## src/rtl/router_pkt_framer_pkg.sv

```systemverilog
// Shared types, widths and framing helpers for the router packet framer.
package router_pkg;

    localparam int ADDR_W = 2;
    localparam int LEN_W  = 6;
    localparam int DATA_W = 8;

    localparam logic [ADDR_W-1:0] ADDR_INVALID = 2'b11;

    typedef enum logic [2:0] {
        ST_IDLE    = 3'd0,
        ST_HEADER  = 3'd1,
        ST_PAYLOAD = 3'd2,
        ST_PARITY  = 3'd3,
        ST_GAP     = 3'd4
    } state_t;

    function automatic logic [DATA_W-1:0] pack_header(
        input logic [LEN_W-1:0]  len,
        input logic [ADDR_W-1:0] addr
    );
        return {len, addr};
    endfunction

    // Even parity over the packet is a running XOR of every framed byte.
    function automatic logic [DATA_W-1:0] parity_fold(
        input logic [DATA_W-1:0] acc,
        input logic [DATA_W-1:0] data
    );
        return acc ^ data;
    endfunction

endpackage

```

## src/rtl/router_pkt_framer_if.sv

```systemverilog
// Command, payload and router-bus handshake bundle for the packet framer.
interface router_pkt_framer_if;
    import router_pkg::*;

    logic                cmd_valid;
    logic                cmd_ready;
    logic [ADDR_W-1:0]   cmd_addr;
    logic [LEN_W-1:0]    cmd_len;
    logic                cmd_bad_parity;
    logic                pl_valid;
    logic                pl_ready;
    logic [DATA_W-1:0]   pl_data;
    logic                busy;
    logic                pkt_valid;
    logic [DATA_W-1:0]   data_out;

    modport slave (
        input  cmd_valid, cmd_addr, cmd_len, cmd_bad_parity,
        input  pl_valid, pl_data, busy,
        output cmd_ready, pl_ready, pkt_valid, data_out
    );

    modport master (
        output cmd_valid, cmd_addr, cmd_len, cmd_bad_parity,
        output pl_valid, pl_data, busy,
        input  cmd_ready, pl_ready, pkt_valid, data_out
    );

endinterface

```

## src/rtl/router_pkt_framer_fifo.sv

```systemverilog
// Flop-based synchronous payload FIFO with occupancy count; head is read combinationally.
module framer_fifo #(
    parameter  int DEPTH = 64,
    parameter  int WIDTH = 8,
    localparam int AW    = $clog2(DEPTH)
) (
    input  logic             clock,
    input  logic             resetn,
    input  logic             push,
    input  logic             pop,
    input  logic [WIDTH-1:0] wdata,
    output logic [WIDTH-1:0] rdata,
    output logic             full,
    output logic [AW:0]      count
);

    logic [WIDTH-1:0] mem_r [DEPTH];
    logic [AW:0]      wr_ptr_r;
    logic [AW:0]      rd_ptr_r;
    logic [AW:0]      count_r;

    // Storage array, written at the tail pointer.
    always_ff @(posedge clock) begin
        if (push) begin
            mem_r[wr_ptr_r[AW-1:0]] <= wdata;
        end
    end

    // Pointers and occupancy; simultaneous push and pop leave count unchanged.
    always_ff @(posedge clock or negedge resetn) begin
        if (!resetn) begin
            wr_ptr_r <= '0;
            rd_ptr_r <= '0;
            count_r  <= '0;
        end else begin
            if (push) begin
                wr_ptr_r <= wr_ptr_r + (AW+1)'(1);
            end
            if (pop) begin
                rd_ptr_r <= rd_ptr_r + (AW+1)'(1);
            end
            case ({push, pop})
                2'b10:   count_r <= count_r + (AW+1)'(1);
                2'b01:   count_r <= count_r - (AW+1)'(1);
                default: count_r <= count_r;
            endcase
        end
    end

    assign rdata = mem_r[rd_ptr_r[AW-1:0]];
    assign full  = (wr_ptr_r[AW] != rd_ptr_r[AW]) && (wr_ptr_r[AW-1:0] == rd_ptr_r[AW-1:0]);
    assign count = count_r;

endmodule

```

## src/rtl/router_pkt_framer.sv

```systemverilog
// Buffers payload, then frames header/payload/parity onto the router bus under busy back-pressure.
module router_pkt_framer import router_pkg::*; #(
    parameter int GAP_CYCLES = 2,
    parameter int FIFO_DEPTH = 64
) (
    input  logic                 clock,
    input  logic                 resetn,
    router_pkt_framer_if.slave   bus,
    output logic                 cmd_err,
    output logic [15:0]          pkt_count,
    output logic [6:0]           fifo_count
);

    localparam int         FAW      = $clog2(FIFO_DEPTH);
    localparam logic [3:0] GAP_LOAD = 4'(GAP_CYCLES - 1);

    logic [FAW:0]        fifo_cnt_s;
    logic                fifo_full_s;
    logic [DATA_W-1:0]   fifo_rdata_s;
    logic                push_s;
    logic                pop_s;
    logic                illegal_s;
    logic                cmd_ready_s;
    logic                accept_s;

    state_t              state_r,     state_nxt_s;
    logic                pkt_valid_r, pkt_valid_nxt_s;
    logic [DATA_W-1:0]   data_r,      data_nxt_s;
    logic [DATA_W-1:0]   parity_r,    parity_nxt_s;
    logic [LEN_W-1:0]    rem_r,       rem_nxt_s;
    logic                bad_r,       bad_nxt_s;
    logic [3:0]          gap_r,       gap_nxt_s;
    logic [15:0]         pkt_cnt_r,   pkt_cnt_nxt_s;
    logic                cmd_err_r,   cmd_err_nxt_s;

    framer_fifo #(
        .DEPTH (FIFO_DEPTH),
        .WIDTH (DATA_W)
    ) u_fifo (
        .clock  (clock),
        .resetn (resetn),
        .push   (push_s),
        .pop    (pop_s),
        .wdata  (bus.pl_data),
        .rdata  (fifo_rdata_s),
        .full   (fifo_full_s),
        .count  (fifo_cnt_s)
    );

    // Commands are only taken once their whole payload is buffered, so the packet never stalls internally.
    always_comb begin
        illegal_s   = (bus.cmd_addr == ADDR_INVALID) || (bus.cmd_len == {LEN_W{1'b0}});
        cmd_ready_s = (state_r == ST_IDLE) && (illegal_s || (fifo_cnt_s >= (FAW+1)'(bus.cmd_len)));
        accept_s    = bus.cmd_valid && cmd_ready_s;
        push_s      = bus.pl_valid && !fifo_full_s;
    end

    // Next-state and next-bus logic; each transfer preloads the byte shown in the following cycle.
    always_comb begin
        state_nxt_s     = state_r;
        pkt_valid_nxt_s = pkt_valid_r;
        data_nxt_s      = data_r;
        parity_nxt_s    = parity_r;
        rem_nxt_s       = rem_r;
        bad_nxt_s       = bad_r;
        gap_nxt_s       = gap_r;
        pkt_cnt_nxt_s   = pkt_cnt_r;
        cmd_err_nxt_s   = 1'b0;
        pop_s           = 1'b0;
        case (state_r)
            ST_IDLE: begin
                if (accept_s && illegal_s) begin
                    cmd_err_nxt_s = 1'b1;
                end else if (accept_s) begin
                    state_nxt_s     = ST_HEADER;
                    pkt_valid_nxt_s = 1'b1;
                    data_nxt_s      = pack_header(bus.cmd_len, bus.cmd_addr);
                    parity_nxt_s    = pack_header(bus.cmd_len, bus.cmd_addr);
                    rem_nxt_s       = bus.cmd_len;
                    bad_nxt_s       = bus.cmd_bad_parity;
                end else begin
                    state_nxt_s = ST_IDLE;
                end
            end
            ST_HEADER: begin
                if (!bus.busy) begin
                    state_nxt_s  = ST_PAYLOAD;
                    data_nxt_s   = fifo_rdata_s;
                    parity_nxt_s = parity_fold(parity_r, fifo_rdata_s);
                    pop_s        = 1'b1;
                end else begin
                    state_nxt_s = ST_HEADER;
                end
            end
            ST_PAYLOAD: begin
                if (!bus.busy) begin
                    if (rem_r == LEN_W'(1)) begin
                        state_nxt_s     = ST_PARITY;
                        pkt_valid_nxt_s = 1'b0;
                        data_nxt_s      = parity_r ^ {DATA_W{bad_r}};
                    end else begin
                        rem_nxt_s    = rem_r - LEN_W'(1);
                        data_nxt_s   = fifo_rdata_s;
                        parity_nxt_s = parity_fold(parity_r, fifo_rdata_s);
                        pop_s        = 1'b1;
                    end
                end else begin
                    state_nxt_s = ST_PAYLOAD;
                end
            end
            ST_PARITY: begin
                if (!bus.busy) begin
                    state_nxt_s   = ST_GAP;
                    data_nxt_s    = {DATA_W{1'b0}};
                    pkt_cnt_nxt_s = pkt_cnt_r + 16'd1;
                    gap_nxt_s     = GAP_LOAD;
                end else begin
                    state_nxt_s = ST_PARITY;
                end
            end
            ST_GAP: begin
                if (gap_r == 4'd0) begin
                    state_nxt_s = ST_IDLE;
                end else begin
                    gap_nxt_s = gap_r - 4'd1;
                end
            end
            default: begin
                state_nxt_s     = ST_IDLE;
                pkt_valid_nxt_s = 1'b0;
                data_nxt_s      = {DATA_W{1'b0}};
            end
        endcase
    end

    // State and registered outputs; reset aborts any packet in flight.
    always_ff @(posedge clock or negedge resetn) begin
        if (!resetn) begin
            state_r     <= ST_IDLE;
            pkt_valid_r <= 1'b0;
            data_r      <= {DATA_W{1'b0}};
            parity_r    <= {DATA_W{1'b0}};
            rem_r       <= {LEN_W{1'b0}};
            bad_r       <= 1'b0;
            gap_r       <= 4'd0;
            pkt_cnt_r   <= 16'd0;
            cmd_err_r   <= 1'b0;
        end else begin
            state_r     <= state_nxt_s;
            pkt_valid_r <= pkt_valid_nxt_s;
            data_r      <= data_nxt_s;
            parity_r    <= parity_nxt_s;
            rem_r       <= rem_nxt_s;
            bad_r       <= bad_nxt_s;
            gap_r       <= gap_nxt_s;
            pkt_cnt_r   <= pkt_cnt_nxt_s;
            cmd_err_r   <= cmd_err_nxt_s;
        end
    end

    assign bus.cmd_ready = cmd_ready_s;
    assign bus.pl_ready  = !fifo_full_s;
    assign bus.pkt_valid = pkt_valid_r;
    assign bus.data_out  = data_r;
    assign cmd_err       = cmd_err_r;
    assign pkt_count     = pkt_cnt_r;
    assign fifo_count    = 7'(fifo_cnt_s);

endmodule

```

## src/flat_wrapper.sv

```systemverilog
// flat-port wrapper written by rule: the top's interface ports become plain ports
module router_pkt_framer_flat import router_pkg::*;
#(
    parameter int GAP_CYCLES = 2,
    parameter int FIFO_DEPTH = 64
)
  (clock, resetn, cmd_err, pkt_count, fifo_count, bus_cmd_valid, bus_cmd_addr, bus_cmd_len, bus_cmd_bad_parity, bus_pl_valid, bus_pl_data, bus_busy, bus_cmd_ready, bus_pl_ready, bus_pkt_valid, bus_data_out);
  router_pkt_framer_if bus_i ();
  input  logic clock;
  input  logic resetn;
  output logic cmd_err;
  output logic [15:0] pkt_count;
  output logic [6:0] fifo_count;
  input wire logic [$bits(bus_i.cmd_valid)-1:0] bus_cmd_valid;
  input wire logic [$bits(bus_i.cmd_addr)-1:0] bus_cmd_addr;
  input wire logic [$bits(bus_i.cmd_len)-1:0] bus_cmd_len;
  input wire logic [$bits(bus_i.cmd_bad_parity)-1:0] bus_cmd_bad_parity;
  input wire logic [$bits(bus_i.pl_valid)-1:0] bus_pl_valid;
  input wire logic [$bits(bus_i.pl_data)-1:0] bus_pl_data;
  input wire logic [$bits(bus_i.busy)-1:0] bus_busy;
  output wire logic [$bits(bus_i.cmd_ready)-1:0] bus_cmd_ready;
  output wire logic [$bits(bus_i.pl_ready)-1:0] bus_pl_ready;
  output wire logic [$bits(bus_i.pkt_valid)-1:0] bus_pkt_valid;
  output wire logic [$bits(bus_i.data_out)-1:0] bus_data_out;
  assign bus_i.cmd_valid = bus_cmd_valid;
  assign bus_i.cmd_addr = bus_cmd_addr;
  assign bus_i.cmd_len = bus_cmd_len;
  assign bus_i.cmd_bad_parity = bus_cmd_bad_parity;
  assign bus_i.pl_valid = bus_pl_valid;
  assign bus_i.pl_data = bus_pl_data;
  assign bus_i.busy = bus_busy;
  assign bus_cmd_ready = bus_i.cmd_ready;
  assign bus_pl_ready = bus_i.pl_ready;
  assign bus_pkt_valid = bus_i.pkt_valid;
  assign bus_data_out = bus_i.data_out;
  router_pkt_framer #(.GAP_CYCLES(GAP_CYCLES), .FIFO_DEPTH(FIFO_DEPTH)) u_core (.clock(clock), .resetn(resetn), .bus(bus_i), .cmd_err(cmd_err), .pkt_count(pkt_count), .fifo_count(fifo_count));
endmodule
```

## config.mk

```make
export PLATFORM = sky130hd
export DESIGN_NAME = router_pkt_framer_flat
export DESIGN_NICKNAME = d
export VERILOG_FILES = /design/src/rtl/router_pkt_framer_pkg.sv /design/src/rtl/router_pkt_framer_if.sv /design/src/rtl/router_pkt_framer_fifo.sv /design/src/rtl/router_pkt_framer.sv /design/src/flat_wrapper.sv
export SDC_FILE = /design/constraint.sdc
export NUM_CORES = 1
export LEC_CHECK = 0
export BUFFER_PORTS_ARGS = -buffer_cell sky130_fd_sc_hd__buf_2
export CAP_MARGIN = 20
export CORE_MARGIN = 1.5
export CORE_UTILIZATION = 30
export DETAILED_ROUTE_END_ITERATION = 8
export PLACE_DENSITY = 0.47
export SLEW_MARGIN = 15
export SYNTH_ARGS = -nofsm -noshare
export SYNTH_HDL_FRONTEND = slang
export SYNTH_SLANG_ARGS = --single-unit
```

## constraint.sdc

```tcl
create_clock -name clock -period 3.5 [get_ports clock]
set_clock_uncertainty 0.05 [all_clocks]
set_input_delay 0.7 -clock clock [delete_from_list [all_inputs] [get_ports clock]]
set_output_delay 0.7 -clock clock [all_outputs]
set_load 0.1 [all_outputs]
```

# ---- Yosys cells after proc, flatten, opt, wreduce, memory -nomap -nowiden
# Memory sizes are Yosys's and may differ from the RTL's.
# Cells that the tools add are included.
dict set report totals {
  ram_bits 512
  n_memories 1
  wordCells 112
  ff_bits 69
  inputBits 22
}
# memory words word_bits rd rd_ports_with_merged_regs wr line_no
set memory_table {}
lappend memory_table {u_core.u_fifo.mem_r 64 8 1 0 1 router_pkt_framer_fifo.sv:17} ;# logic [WIDTH-1:0] mem_r [DEPTH];
dict set report op_classes {
  addsub 7
  order_cmp 1
  reduce_logical 24
  bitwise 6
  eq_ne 20
  mux 41
}
# operator count
set ops {}
lappend ops {{$mux W8} 9}
lappend ops {{$pmux W8 S5} 1}
lappend ops {{$mux W6} 4}
lappend ops {{$pmux W8 S3} 1}
lappend ops {{$add A7 B1 Y7 const B} 3}
lappend ops {{$add A16 B1 Y16 const B} 1}
lappend ops {{$xor A8 B8 Y8} 2}
lappend ops {{$mux W3} 5}
lappend ops {{$pmux W3 S5} 1}
lappend ops {{$pmux W7 S2} 1}
lappend ops {{$mux W1} 12}
lappend ops {{$ne A2 B2 Y1 const B} 6}
lappend ops {{$pmux W6 S2} 1}
lappend ops {{$reduce_and A6 Y1} 2}
lappend ops {{$reduce_and A5 Y1} 2}
lappend ops {{$reduce_and A3 Y1} 3}
lappend ops {{$mux W4} 2}
lappend ops {{$pmux W4 S2} 1}
lappend ops {{$ge A7 B6 Y1} 1}
lappend ops {{$sub A7 B1 Y7 const B} 1}
lappend ops {{$eq A3 B2 Y1 const B} 2}
lappend ops {{$eq A6 B1 Y1 const B} 1}
lappend ops {{$eq A6 B6 Y1} 1}
lappend ops {{$logic_not A6 Y1} 1}
lappend ops {{22 further kinds} 35}

# ---- Depth between registers and ports, before layout
dict set report depth {
  word_depth 8
  mapped_depth 18
}

# ---- Modules after synthesis
# A second synthesis with hierarchy kept.
dict set report unflattened {
  cells_unflattened 1348
  area_unflattened_um2 24129.4
}
# module cells_per_inst area_per_inst_um2 instances seq_area_each_um2
set by_module_without_submodules {}
lappend by_module_without_submodules {framer_fifo 1052 21314.2 1 15900.2}
lappend by_module_without_submodules {router_pkt_framer 296 2815.2 1 1201.2}

# ---- Worst setup path after synthesis
# OpenSTA, ideal clock, no wires.
dict set report synth_timing {
  path_type {reg2out}
  from {register u_core.u_fifo.count_r[0], in the netlist u_core.u_fifo.count[0]}
  to {output port bus_cmd_ready}
  n_path_buf 0
  stages_incl_launch_ff 7
  arrival_time_ps 3279
  slack_ps -529
  path_cell_list {dfrtp_1 -> inv_1 -> ha_1 -> nor2b_1 -> o21ai_0 -> nand3b_1 -> a31oi_1}
}
dict set report synth_via {
  elab_chain_len 3
}
# item line_no
set synth_rtl {}
lappend synth_rtl {{start: declaration} router_pkt_framer_fifo.sv:20} ;# logic [AW:0] count_r;
lappend synth_rtl {{start signal: assignment} router_pkt_framer_fifo.sv:43} ;# 2'b10: count_r <= count_r + (AW+1)'(1);
lappend synth_rtl {{start signal: assignment} router_pkt_framer_fifo.sv:44} ;# 2'b01: count_r <= count_r - (AW+1)'(1);
lappend synth_rtl {{start signal: assignment} router_pkt_framer_fifo.sv:45} ;# default: count_r <= count_r;
lappend synth_rtl {{$ge A7 B6 Y1} router_pkt_framer.sv:53} ;# cmd_ready_s = (state_r == ST_IDLE) && (illegal_s || (fifo_cnt_s >= (FAW+1)'(bus.cmd_len)));
lappend synth_rtl {{$logic_or A1 B1 Y1} router_pkt_framer.sv:53}
lappend synth_rtl {{$logic_and A1 B1 Y1} router_pkt_framer.sv:53}
lappend synth_rtl {{end: declaration} flat_wrapper.sv:21} ;# output wire logic [$bits(bus_i.cmd_ready)-1:0] bus_cmd_ready;
# Every way passes these cells.

# ---- Worst setup path after layout
dict set report layout_timing {
  from {register u_core.u_fifo.count_r[2], in the netlist u_core.u_fifo.count[2]}
  to {output port bus_cmd_ready}
}
# The elaborated chain is that of the path after synthesis.

==> results.yml <==
timing:
  layout_min_cycle_time_ns: 3.21
  rsz0062_at_grt: "false"
  hold_viol: 0
  drv_slew: 0
  period_share_pct: 91.7
  relSlewSlack_pct: 31.5
  setup_viol: 0
  max_freq_mhz: 312
  worst_pin_slew_ns: 1.03
  fin_setup_tns_ns: 0
clocking:
  cts_buffers: 66
  cts_tree: "yes"
  cts_buffer_depth: 3
  numClockSinks: 581
  cts_root_buffer: "clkbuf_16"
  worst_skew_pair.late_latency_ns: 0.59
  cts_resized: 0
  path_clk_slew_ns: 0.06
  cts_hold_buf: 0
  post_cts_buffers: 0
  htree_levels: 3
synthesis:
  ys_warn_count: 0
  synth_commonest_cells: "512 x edfxtp_1, 94 x mux4_2, 92 x nor2_1"
  synth_top_cell_by_area: "edfxtp_1"
  netlist_instances: 1380
  ys_seq_area_share_pct: 71.0
  synth-seq-cells: 581
  synthArstFlopShare_pct: 11.9
  syn_area_um2: 24100
  yosysTopAreaCellShare_pct: 63.8
  yosysUniqueCellTypes: 70
  synth_area_leaders: "edfxtp_1 64%, mux4_2 8.8%, dfrtp_1 7.2%, mux2_2 1.9%, mux2i_1 1.6%"
  synth_edf_count: 512
  synth_ff_type: "edfxtp_1"
  avgSynthCellArea_um2: 17.5
  syn_nets: 1417
  synth.most_common_cell: "edfxtp_1"
drt:
  firstDrtPassIters: 5
  drc: 0
  ant_nets: 0
  drtIter0Drc: 968
  viasPerCell: 4.95
  drt-wirelength-per-cell_um: 23.3
  drt_wl_total_mm: 61.8
  vias: 13100
setup_path:
  critPathKind: "reg2out"
  slowest_stage: "dfrtp_1"
  reg2reg_to: "u_core.u_fifo.count[6]$_DFFE_PN0P_"
  reg2regPathDepth: 15
  cp.buffers_inverters: 1
  critical_path.top_delay_family: "compound AO/OA/AOI/OAI gates"
  crit_arrival_ns: 2.46
  end_kind: "output port"
  cp-start-kind: "register"
  critPathMaxFanout: 9
  rrSetupSlack_ns: 0.34
  r2r-start: "u_core.rem_r[1]$_DFFE_PN0P_"
  crit_path_max_incr_delay_ns: 0.50
  critPathRequiredTime_ns: 2.75
  crit_chain: "ha_1 > nand2_1 > o21ai_0 > nand3b_1 > a31oi_2 > buf_12"
grt:
  grt.met3_usage_pct: 2.64
  use_met1_pct: 20.6
  grt.met2_usage_pct: 24.7
  grt_pass1_vias: 13600
  grt_most_used_layer: "met2"
  antenna_found_initial: 2
  grt_max_degree: 65
  grt_pass1_wl_mm: 91.6
  grtUsageTotal_pct: 15.2
  overflow: 0
floorplan:
  die-area_um2: 82000
  rows: 103
  io_pins: 57
  start_util_pct: 30.4
  die_y_um: 286
  core-area_um2: 79300
  dieWidth_um: 286
power_and_ir_drop:
  peakVddDrop_mv: 0.415
  pwr-share-clk_pct: 29.7
  p_sw_mw: 7.70
  swShare_pct: 33.9
  p_int_mw: 15.0
  comb_power_share_pct: 32.8
  total_leakage_power_nw: 9.55
  p_per_area_nw_per_um2: 799
  seqPwrFrac_pct: 37.5
hold_path:
  hp-class: "in2async"
run_status:
  status: "complete, no violations"
place:
  dpl_cell_area_um2: 26300
  io_buffers: 56
  place_hpwl_mm: 40.0
  gp_congestion: 0.810
final_layout:
  fin_util_pct: 35.9
  drive_above_1_share_pct: 26.5
  stdcell_area_um2: 28500
  nFillCells: 7421
  final-seq-area_um2: 17100
  final_nets: 1589
  multi_input_area_um2: 6460
  syn_to_final_growth_pct: 18.1
run:
  max_cap_viol_count: 0
[final cells by class]
class / count / area share [%]
sequential: 581 / 60.1
multi-input combinational: 700 / 22.7
clock buffer: 86 / 6.29
timing repair buffer: 183 / 4.89
tap: 1050 / 4.62
clock inverter: 32 / 1.09
inverter: 20 / 0.264
antenna: 2 / 0.0176
[cells by family (layout without fill, tap and decap cells)]
group,after synthesis,after routing,share of synthesized area [%]
and+or+nand+nor,275,275,5.58
other,0,2,0
muxes,183,183,12.8
AOI/OAI and AO/OA,173,173,5.73
adders and majority gates,15,15,0.779
buffers and inverters,99,321,2.19
xor gates and xnor gates,54,54,1.96
DFF,581,581,71.0
[through the flow]
step	cells	power (mW)	hold slack [ns]	worst slack [ns]
floorplan	1380	14.0	0.354	0.00840
global placement	2532	16.2	0.408	0.373
detailed placement	2532	16.2	0.404	0.316
CTS	2650	23.1	0.107	0.228
global route	2652	23.9	0.141	0.0664
finish	2654	22.7	0.100	0.291
[worst reg2reg max path, cell delays in order (launching register included)]
cell      delay [ns]
dfrtp_1         0.37
inv_1           0.07
ha_1            0.19
nand3_1         0.10
nand2b_1        0.07
a211o_1         0.34
inv_1           0.24
ha_1            0.23
xor2_1          0.08
ha_1            0.21
and3b_1         0.17
o21ai_0         0.35
a32o_1          0.24
nand2_1         0.05
a21oi_1         0.16
xor2_1          0.16
[per-layer routing]
| layer | share of wire (%) | vias to the layer above |
|---|---|---|
| met5 | 0.026 | - |
| met4 | 2.4 | 4 |
| met3 | 4.7 | 85 |
| met2 | 48 | 303 |
| met1 | 45 | 6862 |
| li1 | - | 5878 |
[sequential cells by signal, indices dropped and copies added, names as in the netlist]
name	count
u_core.pkt_count	16
u_core.u_fifo.count	7
u_core.state_r	3
u_core.gap_r	4
u_core.u_fifo.rd_ptr_r	7
u_core.parity_r	8
u_core.bus.pkt_valid	1
u_core.rem_r	6
u_core.bus.data_out	8
u_core.u_fifo.wr_ptr_r	7
u_core.cmd_err	1
u_core.bad_r	1
u_core.u_fifo.mem_r	512
[power by group through the flow]
stage	sequential [mW]	combinational (mW)	clock, mW
finish	8.53	7.46	6.75
floorplan	9.26	4.73	0
detailed placement	8.67	7.56	0
global placement	8.65	7.53	0
CTS	8.53	7.57	6.97
global route	8.59	8.04	7.24
[how the worst max path moves through the flow]
stage,start,end,slack (ns),cells past startpoint
detailed placement,bus_busy,u_core.u_fifo.count[6]$_DFFE_PN0P_,0.32,12
global route,u_core.rem_r[1]$_DFFE_PN0P_,u_core.u_fifo.count[6]$_DFFE_PN0P_,0.07,15
finish,u_core.u_fifo.count[2]$_DFFE_PN0P_,bus_cmd_ready,0.29,6
CTS,u_core.u_fifo.count[0]$_DFFE_PN0P_,bus_cmd_ready,0.23,7
global placement,u_core.u_fifo.rd_ptr_r[0]$_DFFE_PN0P_,u_core.parity_r[6]$_DFFE_PN0P_,0.37,8
floorplan,u_core.u_fifo.rd_ptr_r[0]$_DFFE_PN0P_,u_core.u_fifo.count[6]$_DFFE_PN0P_,0.008,18
[placed cells by master, fill, tap and decap left out, types with 23 or more instances in the layout]
cell and n:
nor2_1 92, dfrtp_1 66, nand2_1 78, buf_2 53, clkbuf_16 69, xor2_1 24, xnor2_1 30, mux4_2 94
edfxtp_1 512, buf_4 118, a221oi_1 33, mux2_2 40, mux2i_1 38, a22oi_1 23
(Power assumes the default switching activity.)
